## src/rtl/us_sensor_pkg.sv

```systemverilog
// Shared defaults and helpers for the ultrasonic ranging timebase.
package us_sensor_pkg;

    localparam int unsigned CLK_PER_US_DEF = 100;
    localparam int unsigned US_PER_MS_DEF  = 1000;
    localparam int unsigned TIMEOUT_MS_DEF = 38;

    // Width needed to hold the total-us count up to the timeout point.
    function automatic int unsigned tot_w_for(input int unsigned timeout_ms,
                                              input int unsigned us_per_ms);
        return $clog2(timeout_ms * us_per_ms + 1);
    endfunction

    localparam int unsigned TOT_W_DEF = tot_w_for(TIMEOUT_MS_DEF, US_PER_MS_DEF);

    typedef enum logic [1:0] {
        MODE_CLEAR,
        MODE_FROZEN,
        MODE_RUN,
        MODE_HOLD
    } tb_mode_t;

endpackage

```

## src/rtl/tick_prescaler.sv

```systemverilog
// Enable-gated divide-by-DIV counter; o_tick flags the edge on which the count wraps.
module tick_prescaler #(
    parameter int unsigned DIV = 100
) (
    input  logic clk,
    input  logic rst_n,
    input  logic i_clr,
    input  logic i_en,
    output logic o_tick
);

    localparam int unsigned CW = (DIV > 1) ? $clog2(DIV) : 1;

    logic [CW-1:0] cnt;
    logic          wrap;

    always_comb begin
        wrap   = (32'(cnt) == DIV - 1);
        // Strobe is combinational so the owner can update its counters on the same edge.
        o_tick = i_en & ~i_clr & wrap;
    end

    always_ff @(posedge clk or negedge rst_n) begin
        if (!rst_n) begin
            cnt <= '0;
        end else if (i_clr) begin
            cnt <= '0;
        end else if (i_en) begin
            cnt <= wrap ? '0 : cnt + 1'b1;
        end
    end

endmodule

```

## src/rtl/us_timebase.sv

```systemverilog
// Microsecond/millisecond timebase with saturating counters, echo capture and
// sticky no-echo timeout for ultrasonic ranging.
module us_timebase
    import us_sensor_pkg::*;
#(
    parameter int unsigned CLK_PER_US = CLK_PER_US_DEF,
    parameter int unsigned US_PER_MS  = US_PER_MS_DEF,
    parameter int unsigned US_W       = 10,
    parameter int unsigned MS_W       = 6,
    parameter int unsigned TIMEOUT_MS = TIMEOUT_MS_DEF,
    parameter int unsigned TOT_W      = tot_w_for(TIMEOUT_MS, US_PER_MS)
) (
    input  logic             clk,
    input  logic             rst_n,
    input  logic             i_clear,
    input  logic             i_run,
    input  logic             i_capture,
    output logic             o_us_tick,
    output logic             o_ms_tick,
    output logic [US_W-1:0]  o_us_cnt,
    output logic [MS_W-1:0]  o_ms_cnt,
    output logic [TOT_W-1:0] o_total_us,
    output logic [TOT_W-1:0] o_cap_us,
    output logic             o_cap_valid,
    output logic             o_timeout
);

    tb_mode_t         mode;
    logic             us_strobe;
    logic             us_wrap;
    logic [MS_W-1:0]  ms_next;
    logic [TOT_W-1:0] total_next;

    tick_prescaler #(
        .DIV(CLK_PER_US)
    ) u_us_prescaler (
        .clk   (clk),
        .rst_n (rst_n),
        .i_clr (i_clear),
        .i_en  (i_run & ~o_timeout),
        .o_tick(us_strobe)
    );

    always_comb begin
        mode = MODE_HOLD;
        if (i_clear) begin
            mode = MODE_CLEAR;
        end else if (o_timeout) begin
            mode = MODE_FROZEN;
        end else if (i_run) begin
            mode = MODE_RUN;
        end
    end

    always_comb begin
        us_wrap    = (32'(o_us_cnt) == US_PER_MS - 1);
        ms_next    = (&o_ms_cnt)   ? o_ms_cnt   : o_ms_cnt + 1'b1;
        total_next = (&o_total_us) ? o_total_us : o_total_us + 1'b1;
    end

    always_ff @(posedge clk or negedge rst_n) begin
        if (!rst_n) begin
            o_us_tick   <= 1'b0;
            o_ms_tick   <= 1'b0;
            o_us_cnt    <= '0;
            o_ms_cnt    <= '0;
            o_total_us  <= '0;
            o_cap_us    <= '0;
            o_cap_valid <= 1'b0;
            o_timeout   <= 1'b0;
        end else begin
            o_us_tick   <= 1'b0;
            o_ms_tick   <= 1'b0;
            o_cap_valid <= 1'b0;
            if (mode == MODE_CLEAR) begin
                o_us_cnt   <= '0;
                o_ms_cnt   <= '0;
                o_total_us <= '0;
                o_timeout  <= 1'b0;
            end else begin
                // Capture takes the pre-increment total, so it sits ahead of the tick update.
                if (i_capture) begin
                    o_cap_us    <= o_total_us;
                    o_cap_valid <= 1'b1;
                end
                if (mode == MODE_RUN && us_strobe) begin
                    o_us_tick  <= 1'b1;
                    o_total_us <= total_next;
                    if (us_wrap) begin
                        o_us_cnt  <= '0;
                        o_ms_tick <= 1'b1;
                        o_ms_cnt  <= ms_next;
                        if (32'(ms_next) == TIMEOUT_MS) begin
                            o_timeout <= 1'b1;
                        end
                    end else begin
                        o_us_cnt <= o_us_cnt + 1'b1;
                    end
                end
            end
        end
    end

endmodule

```

## config.mk

```make
export PLATFORM = sky130hd
export DESIGN_NAME = us_timebase
export DESIGN_NICKNAME = d
export VERILOG_FILES = /design/src/rtl/us_sensor_pkg.sv /design/src/rtl/tick_prescaler.sv /design/src/rtl/us_timebase.sv
export SDC_FILE = /design/constraint.sdc
export NUM_CORES = 1
export LEC_CHECK = 0
export CAP_MARGIN = 10
export CORE_MARGIN = 2
export CORE_UTILIZATION = 35
export DETAILED_ROUTE_END_ITERATION = 10
export GPL_TIMING_DRIVEN = 0
export PLACE_DENSITY = 0.68
export SLEW_MARGIN = 20
export SYNTH_ARGS = -nofsm -noshare
export SYNTH_HDL_FRONTEND = slang
export SYNTH_SLANG_ARGS = --single-unit
export TNS_END_PERCENT = 5
```

## constraint.sdc

```tcl
create_clock -name clk -period 1.8 [get_ports clk]
set_input_delay 0.18 -clock clk [delete_from_list [all_inputs] [get_ports clk]]
set_output_delay 0.18 -clock clk [all_outputs]
set_load 0.05 [all_outputs]
```

# == After elaboration in Yosys (flattened, before gate mapping) ==
# Index checks and enable logic that the tools add are counted.
# op_classes
addsub,4
n_mul,0
div_mod_pow,0
n_lt_le_gt_ge,0
eq_ne,5
shifts,0
mux,27
bitwise,6
n_reduce_logical,12
# op_table
cell,count
two-way mux 16 bit,3
two-way mux 10 bit,3
two-way mux 6 bit,4
two-way mux 7 bit,3
adder 16 x 1 -> 16 bit (second input constant),1
AND reduction 16 bit,1
two-way mux 1 bit,12
adder 10 x 1 -> 10 bit (second input constant),1
equality test 10 bit (second input constant),1
nonzero test 2 bit,4
adder 7 x 1 -> 7 bit (second input constant),1
equality test 7 bit (second input constant),1
adder 6 x 1 -> 6 bit (second input constant),1
equality test 6 bit (second input constant),1
AND reduction 2 bit,3
AND reduction 6 bit,1
two-way mux 2 bit,2
bitwise AND 1 bit,3
inverter 1 bit,3
AND reduction 3 bit,1
equality test 2 bit (second input constant),1
logical NOT 2 bit,1
!= test 2 x 1 -> 1 bit (second input constant),1
logical AND 1 bit,1
# totals
regBits,59
latch_bits,0
mem_bits_rw,0
rom_bits,0
in_bits,5
out_inout_bits,52
elab_cells,63
mem_count,0

# == Longest topological paths before layout ==
# Gate-level depths: netlist (run 1).
# logic_depth
depth_word,7
depth_mapped,7
ltp_nobuf,6

# == Modules after synthesis ==
# A second synthesis (run 1) with hierarchy kept.
# hier_totals
cells_unflattened,290
area_unflattened_um2,3091.7
# by_module_without_submodules
mod,instances,cells_per_inst,area_each_um2,seq_area_each_um2
us_timebase,1,243,2652.5,1301.2
tick_prescaler,1,47,439.2,175.2

# == Worst setup path after synthesis (run 1) ==
# OpenSTA, ideal clock, no wires.
# synth_path
path_type,flip-flop to flip-flop
from,register o_total_us[0]
to,register o_total_us[14]
setup_ps,132
arrival_ps,1999
required_ps,1668
path_slack_ps,-330
path_stages_with_launch,7
n_path_buf,0
synth_period_minus_slack_ps,2130
cell_sequence,dfrtp_1 > ha_1 > nand2_1 > or3_1 > nor4_1 > xnor2_1 > nor2_1
# synth_via
elab_chain_len,4
elab_cells_between_ends,7
cone_classes,add/sub (1); eq/ne (1); mux (3); reduce/logical (2)
# synth_lines
element,line_no,text
start: declaration,us_timebase.sv:22,"output logic [TOT_W-1:0] o_total_us,"
start signal: assignment,us_timebase.sv:88,o_total_us <= total_next;
adder 16 x 1 -> 16 bit,us_timebase.sv:58,total_next = (&o_total_us) ? o_total_us : o_total_us + 1'b1;
two-way mux 16 bit,us_timebase.sv:58,
two-way mux 16 bit,us_timebase.sv:86,if (mode == MODE_RUN && us_strobe) begin
two-way mux 16 bit,us_timebase.sv:75,if (mode == MODE_CLEAR) begin
# Parallel ways exist; a longest one is shown, timed or not. The select of a mux whose other input is x is not followed.
# A chain may end at the register's enable or synchronous reset.

# == Worst setup path in the final report (run 1) ==
# layout_path
from,register u_us_prescaler.cnt[4]
to,register o_total_us[8]
# layout_via
elab_chain_len,5
# layout_lines
element,line_no,text
start: declaration,tick_prescaler.sv:14,logic [CW-1:0] cnt;
start signal: assignment,tick_prescaler.sv:29,cnt <= wrap ? '0 : cnt + 1'b1;
equality test 7 bit,tick_prescaler.sv:18,wrap = (32'(cnt) == DIV - 1);
bitwise AND 1 bit,tick_prescaler.sv:20,o_tick = i_en & ~i_clr & wrap;
logical AND 1 bit,us_timebase.sv:86,
nonzero test 2 bit (no source line),--,
AND reduction 2 bit (no source line),--,
# No other way between the ends.

==> results of run 1 <==
-- synth_stat cells (2+ instances only) --
cell,number
sky130_fd_sc_hd__a21oi_1,10
sky130_fd_sc_hd__a31oi_1,3
sky130_fd_sc_hd__and3_1,5
sky130_fd_sc_hd__and4_1,2
sky130_fd_sc_hd__buf_2,2
sky130_fd_sc_hd__clkbuf_1,3
sky130_fd_sc_hd__dfrtp_1,59
sky130_fd_sc_hd__ha_1,4
sky130_fd_sc_hd__inv_1,5
sky130_fd_sc_hd__mux2_2,16
sky130_fd_sc_hd__nand2_1,24
sky130_fd_sc_hd__nand2b_1,2
sky130_fd_sc_hd__nand3_1,17
sky130_fd_sc_hd__nand3b_1,2
sky130_fd_sc_hd__nand4_1,11
sky130_fd_sc_hd__nor2_1,26
sky130_fd_sc_hd__nor2b_1,3
sky130_fd_sc_hd__nor3_1,4
sky130_fd_sc_hd__nor4_1,2
sky130_fd_sc_hd__nor4bb_1,2
sky130_fd_sc_hd__o211ai_1,3
sky130_fd_sc_hd__o21ai_0,18
sky130_fd_sc_hd__o21ai_1,2
sky130_fd_sc_hd__o31ai_1,3
sky130_fd_sc_hd__or3_1,7
sky130_fd_sc_hd__xnor2_1,7
sky130_fd_sc_hd__xor2_1,10
-- worst max-delay path: cells and delay by family, from the launching register on --
family / cells / cell delay (ps)
simple gates: 2 / 760
compound gates: 2 / 320
buf+inv: 1 / 200
flops: 1 / 460
-- layer usage --
layer	global-route usage (%)	up-vias	wire [µm]
li1	-	1167	-
met5	0	-	0
met3	4.87	15	332
met4	5.56	0	115
met2	26.8	73	3490
met1	20.6	1222	3060
-- per-stage QoR --
step | cells | cell area, µm² | hold slack, ps | worst slack, ps
2_1_floorplan | 274 | 2960 | -116 | -47.0
3_3_place_gp | 432 | 3640 | 462 | -1580
3_5_place_dp | 433 | 3670 | 51.0 | -707
4_1_cts | 452 | 3950 | 232 | -47.9
5_1_grt | 464 | 4150 | 261 | -96.2
6_report | 464 | 4150 | 230 | -34.3
-- cells by family after synthesis --
| family | count (synthesis) | synth area share [%] |
|---|---|---|
| xor+xnor | 17 | 5.21 |
| flops | 59 | 51.7 |
| compound gates | 50 | 11.4 |
| simple gates | 115 | 21.5 |
| buf+inv | 12 | 1.80 |
| mux | 17 | 6.66 |
| fa+ha+maj | 4 | 1.75 |
-- report_power, final --
part           switching, mW  leakage [nW]  internal [mW]
Combinational          0.180          1.04         0.0973
Sequential            0.0279         0.785           1.35
Clock                  0.539        0.0949          0.564
-- state kept, by name, summed over array words and instances (netlist names) --
name / count
o_total_us: 16
o_us_cnt: 10
o_cap_valid: 1
u_us_prescaler.cnt: 7
o_ms_tick: 1
o_us_tick: 1
o_ms_cnt: 6
o_timeout: 1
o_cap_us: 16
-- what timing repair did --
| action | CTS | global route |
|---|---|---|
| resized for setup | 32 | 29 |
| setup buffers | 2 | 12 |
| endpoints found under the setup margin | 45 | 45 |
| pin swaps | 5 | 16 |
| hold endpoints to repair | 59 | 0 |
| hold buffers | 1 | 0 |
-- area by class of cell --
class	count	area [µm²]
repair buffers	72	721
flip-flops and latches	59	1500
inverters	5	22.5
well taps	102	128
clock buffers	11	151
multi-input cells	203	1550
fillers	721	3660
plain buffers	7	48.8
clock inverters	5	27.5
-- worst min path at each step --
stage / endpoint / from / slack (ps) / cells after the start
after CTS: o_cap_us[12] / rst_n / 230 / 2
final: o_cap_us[12] / rst_n / 230 / 2
after global placement: o_cap_us[3] / o_cap_us[3] / 460 / 2
after detailed placement: o_cap_us[12] / rst_n / 50 / 1
after floorplan: o_cap_us[0] / rst_n / -120 / 0
after global routing: o_cap_us[15] / rst_n / 260 / 2
==> out/metrics.json, run 1 <==
{
  "timing": {
    "fin_crit_ps": 1830,
    "finalSetupViolCount": 3,
    "rsz0062_at_grt": "yes",
    "postLayoutSetupSlackWorst_ps": -34.3,
    "maxSlewViolCount": 0,
    "min_period_over_period_pct": 102,
    "maximum_clock_frequency_ghz": 0.545,
    "finClkSkew_ps": 8.93,
    "worst_slew_margin_rel_pct": 63.9,
    "timing_worst_slew_pin_value_ps": 542,
    "timing.setup.tns_ps": -43.7,
    "final_hold_viol_count": 0
  },
  "worst_setup_path": {
    "regToRegSetupSlack_ps": -30,
    "critPathSlowestCell": "sky130_fd_sc_hd__dfrtp_2",
    "reg2reg_depth": 5,
    "cp_cell_sequence": "nor4b_4 -> buf_4 -> a31oi_4 -> or4_1 -> a21oi_1",
    "r2r_path_end": "o_total_us[8]",
    "crit_end": "o_total_us[8]",
    "end_kind": "flip-flop",
    "worstReg2RegStart": "u_us_prescaler.cnt[4]",
    "crit_path_start": "u_us_prescaler.cnt[4]",
    "criticalPathCategory": "reg -> reg",
    "cp.required_ps": 2060,
    "cpPeakStageDelay_ps": 460,
    "worstPathArrival_ps": 2090,
    "crit_fanout": 6,
    "start_kind": "flip-flop"
  },
  "floorplan": {
    "start_util_pct": 36.6,
    "die-height_um": 94.3,
    "core_region_area_um2": 7810,
    "pin_count": 57,
    "total_die_area_um2": 8900,
    "row_count": 32,
    "die_w_um": 94.3
  },
  "layout": {
    "num_antenna_cells": 0,
    "design.final.nets": 366,
    "layout_commonest_cell": "sky130_fd_sc_hd__dfrtp_1",
    "mostFrequentLayoutCells": "39 x sky130_fd_sc_hd__dfrtp_1, 32 x sky130_fd_sc_hd__clkdlybuf4s50_1, 24 x sky130_fd_sc_hd__nor2_1, 22 x sky130_fd_sc_hd__nand2_1, 20 x sky130_fd_sc_hd__dfrtp_2",
    "post_route_cells_drive_above_1_share_pct": 29.3,
    "final_core_utilization_pct": 53.1,
    "layout-area-overhead-vs-synth_pct": 45.1
  },
  "logic_synthesis": {
    "mapped_cell_area_um2": 2860,
    "yosys_warnings": 0,
    "postSynthAreaPerCell_um2": 10.4,
    "synth_top_cell_by_area": "sky130_fd_sc_hd__dfrtp_1",
    "async_reset_ff_share_pct": 100,
    "yosys.cell_types.count": 49,
    "synth.yosys.seq_area_share_pct": 51.7,
    "synth_edf_count": 0,
    "synth_seq_cells": 59,
    "ranking_of_synthesized_cells_by_area": "sky130_fd_sc_hd__dfrtp_1 52%, sky130_fd_sc_hd__mux2_2 6.3%, sky130_fd_sc_hd__nor2_1 3.4%",
    "synthFlopType": "sky130_fd_sc_hd__dfrtp_1",
    "post_synth_inst_count": 274,
    "postSynthNetCount": 283,
    "post-synth-top-area-fraction_pct": 51.7
  },
  "cts": {
    "h-tree-depth": 3,
    "cts_sinks": 59,
    "cts_tree": "yes",
    "number_of_buffers_created_by_cts": 9,
    "cts-root-buf": "sky130_fd_sc_hd__clkbuf_8",
    "worstSkewPairLatency_ps": 340,
    "worst_setup_hold_path_clk_slew_ps": 70,
    "clk_path_buf_depth": 2
  },
  "route": {
    "drt-initial-drc-count": 67,
    "drtAntennaViolNets": 0,
    "remaining_design_rule_violation_count": 0,
    "wire_per_inst_um": 15.1,
    "first_drt_pass_iteration_count": 4,
    "drt-vias-per-instance": 5.34,
    "route.final.wire_length_mm": 7.00,
    "route.vias.total": 2477
  },
  "global_routing": {
    "number_of_antenna_violations_at_the_first_check_in_global_routing": 0,
    "pin_count_of_the_biggest_net_entering_global_routing": 47,
    "first_pass_grt_wire_length_mm": 11.3,
    "overflow_left_after_global_routing": 0,
    "global_route.usage.total_pct": 16.3,
    "grt_pass1_vias": 2391
  },
  "outcome": {
    "failing_checks": "negative setup slack",
    "outcome": "finished, violations left"
  },
  "power_and_ir_drop": {
    "power_mw": 2.76,
    "cell_leakage_power_nw": 1.92,
    "peakVddDrop_uv": 412,
    "power_density_nw_per_um2": 665
  },
  "place": {
    "detailed_place_hpwl_mm": 4.69,
    "io_buffer_count": 56,
    "finalWeightedCongestion": 0.865
  },
  "job": {
    "drv.max_cap_violation_count": 0
  },
  "hold_path": {
    "worst_hold_class": "in -> async"
  }
}
(Power assumes the default switching activity.)
==> run 2, diff against run 1 <==
- ABC_AREA: unset -> 1
- PLACE_DENSITY: 0.68 -> 0.67
==> run 2 against run 1 <==
Compared with the run above: the flow now finishes without violations; area after synthesis is 11% higher; total power grew 11%; clock skew fell by 3.8 ps; clock-buffer cell count unchanged; final cell count up 25%; utilization fell by 5.8 points; routed wire length is 15% higher; critical path type is now reg -> out; largest cell class is now flip-flops and latches.
==> out/metrics.json, run 2 <==
{
  "global_routing": {
    "grt_pass1_vias": {"value": 2806, "change": "+17%"},
    "met3_track_demand_over_resource": {"value": 4.01, "unit": "%", "change": "-0.86 points"},
    "gr-usage-met1": {"value": 24.6, "unit": "%", "change": "+4.0 points"},
    "pin_count_of_the_biggest_net_entering_global_routing": {"value": 41, "change": "-13%"},
    "grt_busiest_layer": "met2",
    "global_route.usage.total": {"value": 17.4, "unit": "%", "change": "+1.1 points"},
    "number_of_antenna_violations_at_the_first_check_in_global_routing": {"value": 0, "change": "unchanged"},
    "grt_util_met2": {"value": 26.9, "unit": "%", "change": "+0.085 points"},
    "overflow_left_after_global_routing": {"value": 0, "change": "unchanged"},
    "first_pass_grt_wire_length": {"value": 13.8, "unit": "mm", "change": "+23%"}
  },
  "floorplan": {
    "pin_count": {"value": 57, "change": "unchanged"},
    "total_die_area": {"value": 9840, "unit": "µm²", "change": "+11%"},
    "die_w": {"value": 99.2, "unit": "µm", "change": "+5.2%"},
    "die-height": {"value": 99.2, "unit": "µm", "change": "+5.2%"},
    "start_util": {"value": 36.2, "unit": "%", "change": "-0.38 points"},
    "core_region_area": {"value": 8760, "unit": "µm²", "change": "+12%"},
    "row_count": {"value": 34, "change": "+6.3%"}
  },
  "worst_setup_path": {
    "crit_fanout": {"value": 4, "change": "-2"},
    "critPathSlowestCell": "sky130_fd_sc_hd__clkdlybuf4s50_1",
    "reg2reg_depth": {"value": 10, "change": "+5"},
    "r2r_path_end": "o_total_us[10]",
    "cp_cell_sequence": "clkdlybuf4s50_1",
    "crit_path_start": "o_us_cnt[9]",
    "worstReg2RegStart": "o_total_us[0]",
    "cp.required": {"value": 1620, "unit": "ps", "change": "-440 ps"},
    "criticalPathCategory": "reg -> out",
    "end_kind": "output pin",
    "start_kind": "flip-flop",
    "cp_top_family": "buffers and inverters",
    "regToRegSetupSlack": {"value": 160, "unit": "ps", "change": "+190 ps"},
    "worstPathArrival": {"value": 1570, "unit": "ps", "change": "-520 ps"},
    "path_buf_inv": {"value": 1, "change": "unchanged"},
    "cpPeakStageDelay": {"value": 830, "unit": "ps", "change": "+370 ps"}
  },
  "power_and_ir_drop": {
    "peakVddDrop": {"value": 314, "unit": "µV", "change": "-24%"},
    "internal_portion_of_total_power": {"value": 2.31, "unit": "mW", "change": "+15%"},
    "power.share.clock": {"value": 44.5, "unit": "%", "change": "+4.5 points"},
    "switching_power": {"value": 761, "unit": "µW", "change": "+2.0%"},
    "power_density": {"value": 741, "unit": "nW/µm²", "change": "+11%"},
    "power": {"value": 3.07, "unit": "mW", "change": "+11%"},
    "sw_frac_of_total": {"value": 24.8, "unit": "%", "change": "-2.3 points"},
    "seq_power_share": {"value": 45.7, "unit": "%", "change": "-4.3 points"},
    "pwr-share-comb": {"value": 9.8, "unit": "%", "change": "-0.2 points"},
    "cell_leakage_power": {"value": 2.08, "unit": "nW", "change": "+8.6%"}
  },
  "logic_synthesis": {
    "postSynthNetCount": {"value": 409, "change": "+45%"},
    "synth-xor-area-share": {"value": 2.48, "unit": "%", "change": "-2.7 points"},
    "synthFlopType": "sky130_fd_sc_hd__dfrtp_1",
    "synth.yosys.seq_area_share": {"value": 46.5, "unit": "%", "change": "-5.2 points"},
    "ranking_of_synthesized_cells_by_area": "sky130_fd_sc_hd__dfrtp_1 47%, sky130_fd_sc_hd__nand2_1 12%, sky130_fd_sc_hd__nand3_1 6.2%",
    "mapped_cell_area": {"value": 3170, "unit": "µm²", "change": "+11%"},
    "synth_compound_gate_area_share": {"value": 10.4, "unit": "%", "change": "-1.0 points"},
    "post_synth_inst_count": {"value": 400, "change": "+46%"},
    "yosysMostFrequentCell": "sky130_fd_sc_hd__nand2_1",
    "synth_top_cells_by_count": "99 x sky130_fd_sc_hd__nand2_1, 59 x sky130_fd_sc_hd__dfrtp_1, 42 x sky130_fd_sc_hd__nor2_1, 40 x sky130_fd_sc_hd__inv_1, 39 x sky130_fd_sc_hd__nand3_1",
    "post-synth-top-area-fraction": {"value": 46.5, "unit": "%", "change": "-5.2 points"},
    "postSynthAreaPerCell": {"value": 7.93, "unit": "µm²", "change": "-24%"},
    "synth_edf_count": {"value": 0, "change": "unchanged"},
    "synth_top_family_by_area": "simple AND/OR/NAND/NOR gates",
    "synth-adder-area-share": {"value": 1.58, "unit": "%", "change": "-0.17 points"},
    "synth_top_cell_by_area": "sky130_fd_sc_hd__dfrtp_1",
    "synth_seq_cells": {"value": 59, "change": "unchanged"},
    "yosys_warnings": {"value": 0, "change": "unchanged"},
    "yosys.cell_types.count": {"value": 34, "change": "-31%"},
    "share_of_cell_area_taken_by_muxes_after_synthesis": {"value": 0, "unit": "%", "change": "-6.7 points"},
    "async_reset_ff_share": {"value": 100, "unit": "%", "change": "unchanged"},
    "synth_simple_gate_area_share": {"value": 31.2, "unit": "%", "change": "+9.6 points"}
  },
  "timing": {
    "maxSlewViolCount": {"value": 0, "change": "unchanged"},
    "min_period_over_period": {"value": 97.2, "unit": "%", "change": "-4.7 points"},
    "final_hold_viol_count": {"value": 0, "change": "unchanged"},
    "finClkSkew": {"value": 5.14, "unit": "ps", "change": "-3.79 ps"},
    "fin_crit": {"value": 1750, "unit": "ps", "change": "-84.4 ps"},
    "worst_slew_margin_rel": {"value": 64.9, "unit": "%", "change": "+1.1 points"},
    "maximum_clock_frequency": {"value": 0.571, "unit": "GHz", "change": "+4.8%"},
    "finalSetupViolCount": {"value": 0, "change": "-3"},
    "timing.setup.tns": {"value": 0, "unit": "ps", "change": "+43.7 ps"},
    "timing_worst_slew_pin_value": {"value": 526, "unit": "ps", "change": "-15.8 ps"},
    "rsz0062_at_grt": "no"
  },
  "cts": {
    "post-cts-setup-buffers": {"value": 0, "change": "-2"},
    "clk_path_buf_depth": {"value": 2, "change": "unchanged"},
    "number_of_buffers_created_by_cts": {"value": 9, "change": "unchanged"},
    "cts_sinks": {"value": 59, "change": "unchanged"},
    "worstSkewPairLatency": {"value": 330, "unit": "ps", "change": "about the same"},
    "worst_setup_hold_path_clk_slew": {"value": 70, "unit": "ps", "change": "about the same"},
    "cts_tree": "yes",
    "cts-root-buf": "sky130_fd_sc_hd__clkbuf_8",
    "h-tree-depth": {"value": 3, "change": "unchanged"}
  },
  "route": {
    "remaining_design_rule_violation_count": {"value": 0, "change": "unchanged"},
    "first_drt_pass_iteration_count": {"value": 5, "change": "+1"},
    "wire_per_inst": {"value": 13.8, "unit": "µm", "change": "-8.2%"},
    "drt-vias-per-instance": {"value": 5.05, "change": "-5.3%"},
    "drt-initial-drc-count": {"value": 293, "change": "+340%"},
    "route.final.wire_length": {"value": 8.06, "unit": "mm", "change": "+15%"},
    "route.vias.total": {"value": 2942, "change": "+19%"},
    "drtAntennaViolNets": {"value": 0, "change": "unchanged"}
  },
  "layout": {
    "fillers": {"value": 868, "change": "+20%"},
    "post_route_cells_drive_above_1_share": {"value": 11.6, "unit": "%", "change": "-18 points"},
    "layout-area-overhead-vs-synth_pct": 30.7,
    "num_antenna_cells": {"value": 0, "change": "unchanged"},
    "design.final.nets": {"value": 478, "change": "+31%"},
    "top_regs": "o_cap_us (16), o_total_us (16), o_us_cnt (10)",
    "layout_commonest_cell": "sky130_fd_sc_hd__nand2_1",
    "mostFrequentLayoutCells": "99 x sky130_fd_sc_hd__nand2_1, 57 x sky130_fd_sc_hd__dfrtp_1, 41 x sky130_fd_sc_hd__nor2_1, 40 x sky130_fd_sc_hd__inv_1, 39 x sky130_fd_sc_hd__nand3_1"
  },
  "hold_path": {
    "worst_hold_class": "in -> async"
  },
  "place": {
    "io_buffer_count": {"value": 56, "change": "unchanged"},
    "finalWeightedCongestion": {"value": 0.912, "change": "+5.4%"},
    "detailed_place_hpwl": {"value": 5.88, "unit": "mm", "change": "+26%"}
  },
  "outcome": {
    "outcome": "finished clean"
  },
  "job": {
    "drv.max_cap_violation_count": {"value": 0, "change": "unchanged"}
  }
}
## run 2: cell count changes in the layout (fill, tap and decap cells not counted), moves of 10 or more
cell | previous run | this run
sky130_fd_sc_hd__nand3_1 | 16 | 39
sky130_fd_sc_hd__dfrtp_1 | 39 | 57
sky130_fd_sc_hd__mux2_2 | 15 | 0
sky130_fd_sc_hd__o21ai_1 | 0 | 10
sky130_fd_sc_hd__dfrtp_2 | 20 | 2
sky130_fd_sc_hd__buf_4 | 13 | 1
sky130_fd_sc_hd__inv_1 | 4 | 40
sky130_fd_sc_hd__nor2_1 | 24 | 41
sky130_fd_sc_hd__nand2_1 | 22 | 99
## run 2: repair_timing
action | 4_1_cts | 5_1_grt
resized for setup | 14 | 13
setup endpoints to repair | 14 | 13
hold endpoints to repair | 19 | 0
hold buffers | 1 | 0
## run 2: worst max-delay path by stage
stage / endpoint / slack (ps) / cells past startpoint
final: o_us_cnt[9] / 50 / 1
after CTS: o_total_us[12] / 5 / 1
after global routing: o_us_cnt[9] / 3 / 1
after global placement: o_total_us[0] / -1560 / 1
after floorplan: o_ms_cnt[5] / 100 / 8
after detailed placement: o_timeout / -110 / 8
## run 2: final cells by class
| class | count | area, µm² | share of cell area (%) |
|---|---|---|---|
| flip-flops and latches | 59 | 1480 | 35.7 |
| repair buffers | 58 | 598 | 14.4 |
| clock inverters | 5 | 75.1 | 1.81 |
| inverters | 46 | 180 | 4.35 |
| multi-input cells | 287 | 1460 | 35.2 |
| well taps | 108 | 135 | 3.26 |
| plain buffers | 8 | 70.1 | 1.69 |
| clock buffers | 11 | 151 | 3.65 |
## run 2: metal layers
layer	vias to the layer above	wire [µm]
met3	13	473
met4	0	89
met5	-	0
met1	1375	3790
met2	96	3700
li1	1458	-
## run 2: power groups by stage
stage	combinational [mW]	sequential [mW]	clock (mW)
after floorplan	0.124	1.49	0
after global placement	0.292	1.43	0
after detailed placement	0.300	1.43	0
after CTS	0.303	1.40	1.40
after global routing	0.330	1.41	1.46
final	0.301	1.40	1.37
## run 2: metrics by stage
step | util, % | instances | cell area [µm²] | worst slack [ps] | hold WS, ps
after floorplan | - | 400 | 3180 | 102 | -116
after global placement | 44.2 | 564 | 3870 | -1560 | 468
after detailed placement | 44.4 | 565 | 3890 | -106 | 83.5
after CTS | 46.9 | 582 | 4110 | 5.13 | 255
after global routing | 47.3 | 582 | 4150 | 3.13 | 300
final | 47.3 | 582 | 4150 | 50.1 | 269
## run 2: logic make-up (layout without fill, tap and decap cells)
logic type / count (synthesis) / in the layout
and+or+nand+nor: 217 / 217
DFF: 59 / 59
AOI/OAI and AO/OA: 57 / 57
buffers and inverters: 54 / 128
xor gates and xnor gates: 9 / 9
adders and majority gates: 4 / 4
==> run 3, diff against run 2 <==
- CORE_UTILIZATION: 35 -> 24
- CTS_CLUSTER_DIAMETER: unset -> 40
- PLACE_DENSITY: 0.67 -> 0.52
- REMOVE_ABC_BUFFERS: unset -> 1
==> run 3 against run 2 <==
Compared with the run above: final cell count is 10% higher; total power is 12% higher; sequential share of layout area is 1.2 points lower; critical path type unchanged; clock power is 26% higher; sequential cell count stayed put; critical path depth stayed put; first-iteration DRC count is 47% lower; via count is 2.0% lower; register-to-register slack worse by 40 ps; fmax is 0.55% lower; non-clock buffer count is 8 lower.
==> out/metrics.json, run 3 (synthesis results as in run 2) <==
{
  "layout": {
    "final_core_utilization": {"value": 32.8, "unit": "%", "change": "-15 points"},
    "multiInputGateArea": {"value": 1490, "unit": "µm²", "change": "+1.9%"},
    "design.final.nets": {"value": 471, "change": "-1.5%"},
    "instances_no_fill": {"value": 642, "change": "+10%"},
    "num_antenna_cells": {"value": 0, "change": "unchanged"},
    "fillers": {"value": 1381, "change": "+59%"},
    "layout_commonest_cell": "sky130_fd_sc_hd__nand2_1",
    "layout-area-overhead-vs-synth_pct": 35.3,
    "mostFrequentLayoutCells": "98 x sky130_fd_sc_hd__nand2_1, 57 x sky130_fd_sc_hd__dfrtp_1, 42 x sky130_fd_sc_hd__nor2_1, 40 x sky130_fd_sc_hd__inv_1, 39 x sky130_fd_sc_hd__nand3_1",
    "post_route_cells_drive_above_1_share": {"value": 10.9, "unit": "%", "change": "-0.66 points"},
    "top_regs": "o_cap_us (16), o_total_us (16), o_us_cnt (10)",
    "layout.area.seq": {"value": 1480, "unit": "µm²", "change": "unchanged"}
  },
  "worst_setup_path": {
    "path_buf_inv": {"value": 1, "change": "unchanged"},
    "r2r_path_end": "o_ms_cnt[1]",
    "worstReg2RegStart": "u_us_prescaler.cnt[0]",
    "cp.required": {"value": 1620, "unit": "ps", "change": "about the same"},
    "criticalPathCategory": "reg -> out",
    "cpPeakStageDelay": {"value": 840, "unit": "ps", "change": "about the same"},
    "regToRegSetupSlack": {"value": 120, "unit": "ps", "change": "-40 ps"},
    "cp_top_family": "buffers and inverters",
    "critPathSlowestCell": "sky130_fd_sc_hd__clkdlybuf4s50_1",
    "worstPathArrival": {"value": 1580, "unit": "ps", "change": "about the same"},
    "crit_fanout": {"value": 4, "change": "unchanged"},
    "cp_cell_sequence": "clkdlybuf4s50_1",
    "reg2reg_depth": {"value": 8, "change": "-2"},
    "crit_path_start": "o_us_cnt[9]",
    "end_kind": "output pin",
    "start_kind": "flip-flop"
  },
  "route": {
    "drtAntennaViolNets": {"value": 0, "change": "unchanged"},
    "remaining_design_rule_violation_count": {"value": 0, "change": "unchanged"},
    "route.final.wire_length": {"value": 8.37, "unit": "mm", "change": "+3.8%"},
    "first_drt_pass_iteration_count": {"value": 5, "change": "unchanged"},
    "route.vias.total": {"value": 2884, "change": "-2.0%"},
    "wire_per_inst": {"value": 13.0, "unit": "µm", "change": "-5.9%"},
    "drt-vias-per-instance": {"value": 4.49, "change": "-11%"},
    "drt-initial-drc-count": {"value": 156, "change": "-47%"}
  },
  "floorplan": {
    "die_w": {"value": 119, "unit": "µm", "change": "+20%"},
    "die-height": {"value": 119, "unit": "µm", "change": "+20%"},
    "core_region_area": {"value": 13100, "unit": "µm²", "change": "+49%"},
    "total_die_area": {"value": 14200, "unit": "µm²", "change": "+44%"},
    "start_util": {"value": 24.2, "unit": "%", "change": "-12 points"},
    "row_count": {"value": 42, "change": "+24%"},
    "pin_count": {"value": 57, "change": "unchanged"}
  },
  "place": {
    "post-place-cells": {"value": 625, "change": "+11%"},
    "dp_slack": {"value": -437, "unit": "ps", "change": "-332 ps"},
    "finalWeightedCongestion": {"value": 0.844, "change": "-7.4%"},
    "io_buffer_count": {"value": 56, "change": "unchanged"},
    "detailed_place_hpwl": {"value": 5.81, "unit": "mm", "change": "-1.2%"}
  },
  "timing": {
    "min_period_over_period": {"value": 97.8, "unit": "%", "change": "+0.54 points"},
    "finClkSkew": {"value": 6.56, "unit": "ps", "change": "+1.42 ps"},
    "fin_crit": {"value": 1760, "unit": "ps", "change": "+9.68 ps"},
    "maximum_clock_frequency": {"value": 0.568, "unit": "GHz", "change": "-0.55%"},
    "finalSetupViolCount": {"value": 0, "change": "unchanged"},
    "maxSlewViolCount": {"value": 0, "change": "unchanged"},
    "postLayoutSetupSlackWorst": {"value": 40.4, "unit": "ps", "change": "-9.68 ps"},
    "timing_worst_slew_pin_value": {"value": 529, "unit": "ps", "change": "+3.10 ps"},
    "worst_slew_margin_rel": {"value": 64.6, "unit": "%", "change": "-0.32 points"},
    "final_hold_viol_count": {"value": 0, "change": "unchanged"},
    "whs": {"value": 280, "unit": "ps", "change": "+11.4 ps"},
    "rsz0062_at_grt": "yes"
  },
  "hold_path": {
    "worst_hold_class": "in -> async"
  },
  "cts": {
    "number_of_buffers_created_by_cts": {"value": 9, "change": "unchanged"},
    "cts-root-buf": "sky130_fd_sc_hd__clkbuf_16",
    "h-tree-depth": {"value": 3, "change": "unchanged"},
    "cts_tree": "yes",
    "post-cts-setup-buffers": {"value": 0, "change": "unchanged"},
    "worst_setup_hold_path_clk_slew": {"value": 50, "unit": "ps", "change": "-20 ps"},
    "cts_sinks": {"value": 59, "change": "unchanged"},
    "clk_path_buf_depth": {"value": 2, "change": "unchanged"},
    "worstSkewPairLatency": {"value": 330, "unit": "ps", "change": "about the same"}
  },
  "outcome": {
    "outcome": "finished clean"
  },
  "global_routing": {
    "number_of_antenna_violations_at_the_first_check_in_global_routing": {"value": 0, "change": "unchanged"},
    "pin_count_of_the_biggest_net_entering_global_routing": {"value": 41, "change": "unchanged"},
    "grt_pass1_vias": {"value": 2901, "change": "+3.4%"},
    "first_pass_grt_wire_length": {"value": 14.1, "unit": "mm", "change": "+2.0%"},
    "overflow_left_after_global_routing": {"value": 0, "change": "unchanged"},
    "global_route.usage.total": {"value": 12.4, "unit": "%", "change": "-5.0 points"}
  },
  "power_and_ir_drop": {
    "peakVddDrop": {"value": 330, "unit": "µV", "change": "+5.2%"},
    "cell_leakage_power": {"value": 2.09, "unit": "nW", "change": "+0.38%"},
    "power_density": {"value": 798, "unit": "nW/µm²", "change": "+7.8%"}
  },
  "job": {
    "drv.max_cap_violation_count": {"value": 0, "change": "unchanged"}
  }
}
[run 3: layer usage]
metal | GRT usage (%) | part of all wire [%] | vias up
met3 | 4.31 | 4.3 | 2
met5 | 0 | 0 | -
met2 | 20.5 | 50 | 71
met1 | 15.6 | 46 | 1366
li1 | - | - | 1445
met4 | 3.05 | 0.30 | 0
[run 3: final cells by class]
class                   instances  area share (%)
well taps                     176            5.13
inverters                      46            4.75
flip-flops and latches         59            34.5
multi-input cells             288            34.6
clock buffers                  13            6.06
clock inverters                 2           0.816
repair buffers                 58            14.2
[run 3: report_power, final]
group | total [mW] | switching, mW | internal [mW]
logic | 0.294 | 0.200 | 0.0945
registers | 1.41 | 0.0397 | 1.37
clock network | 1.73 | 0.589 | 1.14
[run 3: what timing repair did]
item | CTS | global route
pin swaps | 0 | 1
setup endpoints to repair | 44 | 26
hold buffers | 1 | 0
cloned | 0 | 1
resized for setup | 15 | 18
hold endpoints to repair | 19 | 0
[run 3: worst max path at each step]
| stage | cells past startpoint | end |
|---|---|---|
| floorplan | 10 | o_total_us[3] |
| global placement | 1 | o_us_cnt[0] |
| detailed placement | 10 | o_total_us[3] |
| CTS | 1 | o_ms_cnt[2] |
| global route | 9 | o_ms_cnt[1] |
| finish | 1 | o_us_cnt[9] |
[run 3: through the flow]
stage / power (mW) / setup TNS, ps / area (µm²)
2_1_floorplan: 1.59 / -1210 / 3100
3_3_place_gp: 1.70 / -109440 / 3880
3_5_place_dp: 1.71 / -17210 / 3910
4_1_cts: 3.47 / 0 / 4210
5_1_grt: 3.57 / -73.3 / 4290
6_report: 3.43 / 0 / 4290
